File: src/rtl/frame_sched_pkg.sv
// rtl/frame_sched_pkg.sv - frame_sched state encoding and default frame geometry
package frame_sched_pkg;

  typedef enum logic [2:0] {
    ST_IDLE    = 3'd0,
    ST_ZERO    = 3'd1,
    ST_SYNC    = 3'd2,
    ST_PAYLOAD = 3'd3,
    ST_GAP     = 3'd4
  } state_t;

  localparam int DEF_ZERO_LEN = 32;
  localparam int DEF_SYNC_LEN = 8;
  localparam int DEF_SEQ_LEN  = 8;

endpackage

File: src/rtl/frame_sched_bitcnt.sv
// rtl/frame_sched_bitcnt.sv - loadable strobe-gated down-counter shared by all frame phases
module frame_sched_bitcnt #(
  parameter int W = 16
) (
  input  logic         clk,
  input  logic         reset,
  input  logic         clr,
  input  logic         load,
  input  logic [W-1:0] load_val,
  input  logic         en,
  output logic [W-1:0] cnt,
  output logic         tc
);

  // Loaded with length-1, so tc marks the last strobe of a phase.
  always_ff @(posedge clk or negedge reset) begin
    if (!reset) begin
      cnt <= '0;
    end else if (clr) begin
      cnt <= '0;
    end else if (load) begin
      cnt <= load_val;
    end else if (en && cnt != '0) begin
      cnt <= cnt - W'(1);
    end
  end

  assign tc = (cnt == '0);

endmodule

File: src/rtl/frame_sched.sv
// rtl/frame_sched.sv - serial frame scheduler: zero preamble, sync, payload, gap
// Optional FRAME_SCHED_AUTO_REPEAT_EN: restart the next frame from GAP exit until abort.
module frame_sched
  import frame_sched_pkg::*;
#(
  parameter int ZERO_LEN = DEF_ZERO_LEN,
  parameter int SYNC_LEN = DEF_SYNC_LEN,
  parameter int SEQ_LEN  = DEF_SEQ_LEN,
  parameter int CNT_W    = 16
) (
  input  logic               clk,
  input  logic               reset,
  input  logic               start,
  input  logic               abort,
  input  logic               bit_en,
  input  logic [CNT_W-1:0]   payload_len,
  input  logic [7:0]         gap_len,
  input  logic               src_valid,
  input  logic               src_bit,
  output logic               src_ready,
  output logic               data_out,
  output logic [2:0]         phase,
  output logic               busy,
  output logic               frame_done,
  output logic [CNT_W-1:0]   frame_cnt,
  output logic [SEQ_LEN-1:0] first_sequence,
  output logic [7:0]         underrun_cnt
);

  state_t             state_q, state_d;
  logic [CNT_W-1:0]   plen_q;
  logic [7:0]         gap_q;
  logic [CNT_W-1:0]   cnt, cnt_load_val, pay_idx;
  logic               cnt_tc, cnt_clr, cnt_load, cnt_en;
  logic               data_d, done_d, latch_len, under_inc, frame_end;
  logic [SEQ_LEN-1:0] seq_d;

  frame_sched_bitcnt #(.W(CNT_W)) u_bitcnt (
    .clk      (clk),
    .reset    (reset),
    .clr      (cnt_clr),
    .load     (cnt_load),
    .load_val (cnt_load_val),
    .en       (cnt_en),
    .cnt      (cnt),
    .tc       (cnt_tc)
  );

  // Counter runs down during PAYLOAD, so the payload bit index is recovered from it.
  assign pay_idx   = plen_q - cnt - CNT_W'(1);
  assign src_ready = (state_q == ST_PAYLOAD) && bit_en;
  assign busy      = (state_q != ST_IDLE);
  assign phase     = state_q;

  always_comb begin
    state_d      = state_q;
    cnt_clr      = 1'b0;
    cnt_load     = 1'b0;
    cnt_load_val = '0;
    cnt_en       = 1'b0;
    data_d       = data_out;
    done_d       = 1'b0;
    latch_len    = 1'b0;
    under_inc    = 1'b0;
    frame_end    = 1'b0;
    seq_d        = first_sequence;

    case (state_q)
      ST_IDLE: begin
        data_d = 1'b0;
        if (start) begin
          state_d      = ST_ZERO;
          cnt_load     = 1'b1;
          cnt_load_val = CNT_W'(ZERO_LEN - 1);
          latch_len    = 1'b1;
          seq_d        = '0;
        end
      end
      ST_ZERO: begin
        if (bit_en) begin
          data_d = 1'b0;
          if (cnt_tc) begin
            state_d      = ST_SYNC;
            cnt_load     = 1'b1;
            cnt_load_val = CNT_W'(SYNC_LEN - 1);
          end else begin
            cnt_en = 1'b1;
          end
        end
      end
      ST_SYNC: begin
        if (bit_en) begin
          data_d = 1'b1;
          if (!cnt_tc) begin
            cnt_en = 1'b1;
          end else if (plen_q != '0) begin
            state_d      = ST_PAYLOAD;
            cnt_load     = 1'b1;
            cnt_load_val = plen_q - CNT_W'(1);
          end else if (gap_q != 8'd0) begin
            state_d      = ST_GAP;
            cnt_load     = 1'b1;
            cnt_load_val = CNT_W'(gap_q) - CNT_W'(1);
          end else begin
            frame_end = 1'b1;
          end
        end
      end
      ST_PAYLOAD: begin
        if (bit_en) begin
          data_d    = src_valid & src_bit;
          under_inc = ~src_valid;
          for (int i = 0; i < SEQ_LEN; i++) begin
            if (pay_idx == CNT_W'(SEQ_LEN - 1 - i)) seq_d[i] = data_d;
          end
          if (!cnt_tc) begin
            cnt_en = 1'b1;
          end else if (gap_q != 8'd0) begin
            state_d      = ST_GAP;
            cnt_load     = 1'b1;
            cnt_load_val = CNT_W'(gap_q) - CNT_W'(1);
          end else begin
            frame_end = 1'b1;
          end
        end
      end
      ST_GAP: begin
        if (bit_en) begin
          data_d = 1'b0;
          if (cnt_tc) frame_end = 1'b1;
          else        cnt_en    = 1'b1;
        end
      end
      default: state_d = ST_IDLE;
    endcase

    if (frame_end) begin
      done_d = 1'b1;
`ifdef FRAME_SCHED_AUTO_REPEAT_EN
      state_d      = ST_ZERO;
      cnt_load     = 1'b1;
      cnt_load_val = CNT_W'(ZERO_LEN - 1);
      seq_d        = '0;
`else
      state_d = ST_IDLE;
`endif
    end

    // Abort overrides everything, including a start seen in the same cycle.
    if (abort) begin
      state_d   = ST_IDLE;
      cnt_clr   = 1'b1;
      cnt_load  = 1'b0;
      cnt_en    = 1'b0;
      data_d    = 1'b0;
      done_d    = 1'b0;
      latch_len = 1'b0;
      under_inc = 1'b0;
      seq_d     = first_sequence;
    end
  end

  always_ff @(posedge clk or negedge reset) begin
    if (!reset) begin
      state_q        <= ST_IDLE;
      plen_q         <= '0;
      gap_q          <= '0;
      data_out       <= 1'b0;
      frame_done     <= 1'b0;
      frame_cnt      <= '0;
      first_sequence <= '0;
      underrun_cnt   <= '0;
    end else begin
      state_q        <= state_d;
      data_out       <= data_d;
      frame_done     <= done_d;
      first_sequence <= seq_d;
      if (latch_len) begin
        plen_q <= payload_len;
        gap_q  <= gap_len;
      end
      if (done_d) frame_cnt <= frame_cnt + CNT_W'(1);
      if (under_inc && underrun_cnt != 8'hFF) underrun_cnt <= underrun_cnt + 8'd1;
    end
  end

endmodule

File: config.mk
export PLATFORM = sky130hd
export DESIGN_NAME = frame_sched
export DESIGN_NICKNAME = d
export VERILOG_FILES = /design/src/rtl/frame_sched_pkg.sv /design/src/rtl/frame_sched_bitcnt.sv /design/src/rtl/frame_sched.sv
export SDC_FILE = /design/constraint.sdc
export NUM_CORES = 1
export LEC_CHECK = 0
export CAP_MARGIN = 20
export CORE_ASPECT_RATIO = 1.1
export CORE_MARGIN = 2
export CORE_UTILIZATION = 44
export DETAILED_ROUTE_END_ITERATION = 16
export PLACE_DENSITY = 0.66
export RECOVER_POWER = 50
export SYNTH_ARGS = -nofsm -noshare
export SYNTH_HDL_FRONTEND = slang
export SYNTH_SLANG_ARGS = --single-unit
File: constraint.sdc
create_clock -name clk -period 3.3 [get_ports clk]
set_input_delay 0.33 -clock clk [delete_from_list [all_inputs] [get_ports clk]]
set_output_delay 0.33 -clock clk [all_outputs]
set_load 0.05 [all_outputs]
==> impl_metrics.py <==
metrics = {
    "drt": {
        "drtPass1Iterations": 5,
        "drc": 0,
        "drt_wl_total_mm": 14.5,
        "drt_iter0_drc": 409,
        "wl_per_cell_um": 17.7,
        "dr_total_vias": 4883,
        "drt-vias-per-instance": 5.95,
        "antenna_left": 0,
    },
    "sta": {
        "drv_slew": 65,
        "max_freq_ghz": 0.317,
        "skew_ns": 0.00503,
        "hold_violations": 0,
        "setup_viol": 0,
        "period_needed_ns": 3.16,
        "rsz0062_at_grt": "true",
        "worst_slew_pin_slew_ns": 1.65,
        "timing.final.crit_share": 0.957,
        "maxSlewHeadroom": -0.101,
        "tns_ns": 0,
    },
    "die": {
        "fp.dieH_um": 119,
        "io-pin-count": 70,
        "rows": 42,
        "start_util": 0.447,
        "fp.dieW_um": 109,
        "dieArea_mm2": 0.0130,
        "core_mm2": 0.0119,
    },
    "worst_setup_path": {
        "worstPathRequired_ns": 3.52,
        "critPathKind": "register to register",
        "cp-start-kind": "register",
        "cp-end-kind": "register",
        "path_max_fanout": 8,
        "cp_data_arrival_time_ns": 3.38,
        "cp_top_family": "compound AO/OA/AOI/OAI gates",
        "crit_chain": "inv_1 > ha_1 > fa_2 > a211oi_4 > o21ai_4 > a211oi_2 > xnor2_1 > nor4_2 > nand4_2 > buf_4 > o41ai_2 > nand2_1",
        "slowest_stage": "fa_2",
        "max_stage_delay_ns": 0.40,
        "path_buf_inv": 2,
    },
    "logic_synthesis": {
        "syn_area_mm2": 0.00531,
        "yosys-top-cells-count": "dfrtp_1, nand2_1, nor2_1",
        "yosysSeqAreaShare": 0.363,
        "yosys_warnings": 0,
        "synth_flop_cell": "dfrtp_1",
        "yosys.area.top_type": "dfrtp_1",
        "synth.area.top_cells": "dfrtp_1, xnor2_1, ha_1",
        "synthCells": 586,
        "yosysMostFrequentCell": "dfrtp_1",
        "ys_ff_latch": 77,
        "synth-edff-count": 0,
        "ys_async_sr_fraction": 1.00,
        "synth_fp_nets": 640,
        "synth_cell_types": 72,
        "synth_top_area_frac": 0.363,
        "avgSynthCellArea_um2": 9.06,
    },
    "flow_run": {
        "maxCapViolCount": 1,
    },
    "clock_network": {
        "cts_buffers": 9,
        "clockBufferDepth": 2,
        "clk_pin_slew_ns": 0.07,
        "clk_latency_ns": 0.34,
        "cts_num_sinks": 77,
        "htreeDepth": 3,
        "cts_tree": "yes",
        "cts-root-buf": "clkbuf_16",
    },
    "final_layout": {
        "area_delta_synth_final_pct": 25.1,
        "drive_gt1_frac": 0.141,
        "regArea_mm2": 0.00193,
        "fin_nets": 715,
        "multi_input_area_mm2": 0.00329,
        "antenna-diode-count": 0,
        "fillers": 1082,
    },
    "power_and_ir_drop": {
        "p_leak_uw": 0.00273,
        "powerDensity_mw_per_mm2": 621,
        "vdd_drop_max_mv": 0.289,
        "total_power_uw": 4120,
    },
    "outcome": {
        "violations": "max-capacitance violations, max-slew violations",
        "status": "complete, but fails checks",
    },
    "placement": {
        "port_buffers": 69,
        "gp_congestion": 0.945,
        "dp_hpwl_mm": 10.6,
    },
    "global_routing": {
        "antenna_found_initial": 0,
        "grt.total_usage": 0.229,
        "grt_pass1_vias": 4733,
        "grt_start_max_net_pins": 78,
        "grt_overflow_total": 0,
        "grt_pass1_wl_mm": 23.6,
    },
    "worst_hold_path": {
        "hold_class": "register to register",
    },
}
layer usage:
layer | routed length (um) | GRT usage
met1 | 6470 | 0.309
met2 | 6940 | 0.366
met3 | 691 | 0.0367
met4 | 393 | 0.0913
met5 | 0 | 0
state kept, by name, indices dropped and copies added (netlist names):
register,cells
data_out,1
phase,3
gap_q,8
first_sequence,8
frame_done,1
u_bitcnt.cnt,16
frame_cnt,16
underrun_cnt,8
plen_q,16
metrics by stage:
stage	setup WS [ns]	hold slack, ns	instances	instance area [um2]	util
floorplan	0.302	0.0344	586	5310	-
detailed placement	-0.111	0.483	798	6180	0.521
finish	0.143	0.495	820	6640	0.559
global route	-0.0456	0.512	820	6640	0.559
CTS	-0.00103	0.224	814	6510	0.548
global placement	0.0932	0.457	798	6180	0.521
worst reg2reg max path, stage by stage (launching register included):
cell and delay (ns):
dfrtp_1 0.38, inv_1 0.11, ha_1 0.24, fa_2 0.40, a211oi_4 0.36, o21ai_4 0.13, a211oi_2 0.26, xnor2_1 0.10
nor4_2 0.37, nand4_2 0.11, buf_4 0.20, o41ai_2 0.29, nand2_1 0.09
cells in the final DEF (no fill, tap or decap), drive strengths merged, types with 10 or more instances in the layout:
| cell | Yosys | routed |
|---|---|---|
| a21oi | 38 | 38 |
| and3 | 14 | 14 |
| buf | 8 | 16 |
| clkbuf | 16 | 12 |
| clkdlybuf4s50 | 0 | 54 |
| dfrtp | 77 | 77 |
| dlygate4sd3 | 0 | 15 |
| ha | 22 | 22 |
| inv | 27 | 31 |
| mux2 | 20 | 20 |
| nand2 | 49 | 49 |
| nand3 | 23 | 23 |
| nand4 | 11 | 11 |
| nor2 | 47 | 47 |
| nor3 | 21 | 21 |
| nor4 | 12 | 12 |
| o21ai | 26 | 26 |
| or3 | 10 | 10 |
| xnor2 | 34 | 34 |
| xor2 | 18 | 18 |
final timing paths:
check / endpoint / cells past startpoint / from / slack, ns
setup / recovery: first_sequence[4] / 12 / u_bitcnt.cnt[0] / 0.14
max in group asynchronous: u_bitcnt.cnt[4] / 3 / reset / 0.62
hold reg to reg: frame_cnt[15] / 1 / frame_cnt[15] / 0.50
hold / removal: frame_cnt[15] / 1 / frame_cnt[15] / 0.50
setup reg to reg: first_sequence[4] / 12 / u_bitcnt.cnt[0] / 0.14
min in group asynchronous: first_sequence[1] / 2 / reset / 0.59
cell type report:
type | instances | share of cell area
clock buffer | 9 | 0.0339
multi-input combinational | 458 | 0.495
timing repair buffer | 88 | 0.124
clock inverter | 7 | 0.0121
inverter | 27 | 0.0153
sequential | 77 | 0.290
tap | 154 | 0.0290
cell families (layout without fill, tap and decap cells):
family / count (synthesis) / count (layout) / share of synthesized area
compound gates: 139 / 139 / 0.187
xor+xnor: 52 / 52 / 0.0872
fa+ha+maj: 23 / 23 / 0.0556
buf+inv: 51 / 131 / 0.0389
flops: 77 / 77 / 0.363
mux: 21 / 21 / 0.0443
simple gates: 223 / 223 / 0.224
where the power goes:
group / switching, uW / internal, uW
clock network: 439 / 598
registers: 175 / 1050
logic: 1100 / 752
total: 1710 / 2400
what timing repair did:
| action | in CTS | in global routing |
|---|---|---|
| setup endpoints to repair | 8 | 8 |
| endpoints found under the hold margin | 0 | 13 |
| resized for setup | 3 | 12 |
| hold buffers | 0 | 1 |
| pin swaps | 1 | 4 |
| buffers inserted | 0 | 3 |
Power figures use the tool's default switching activity.
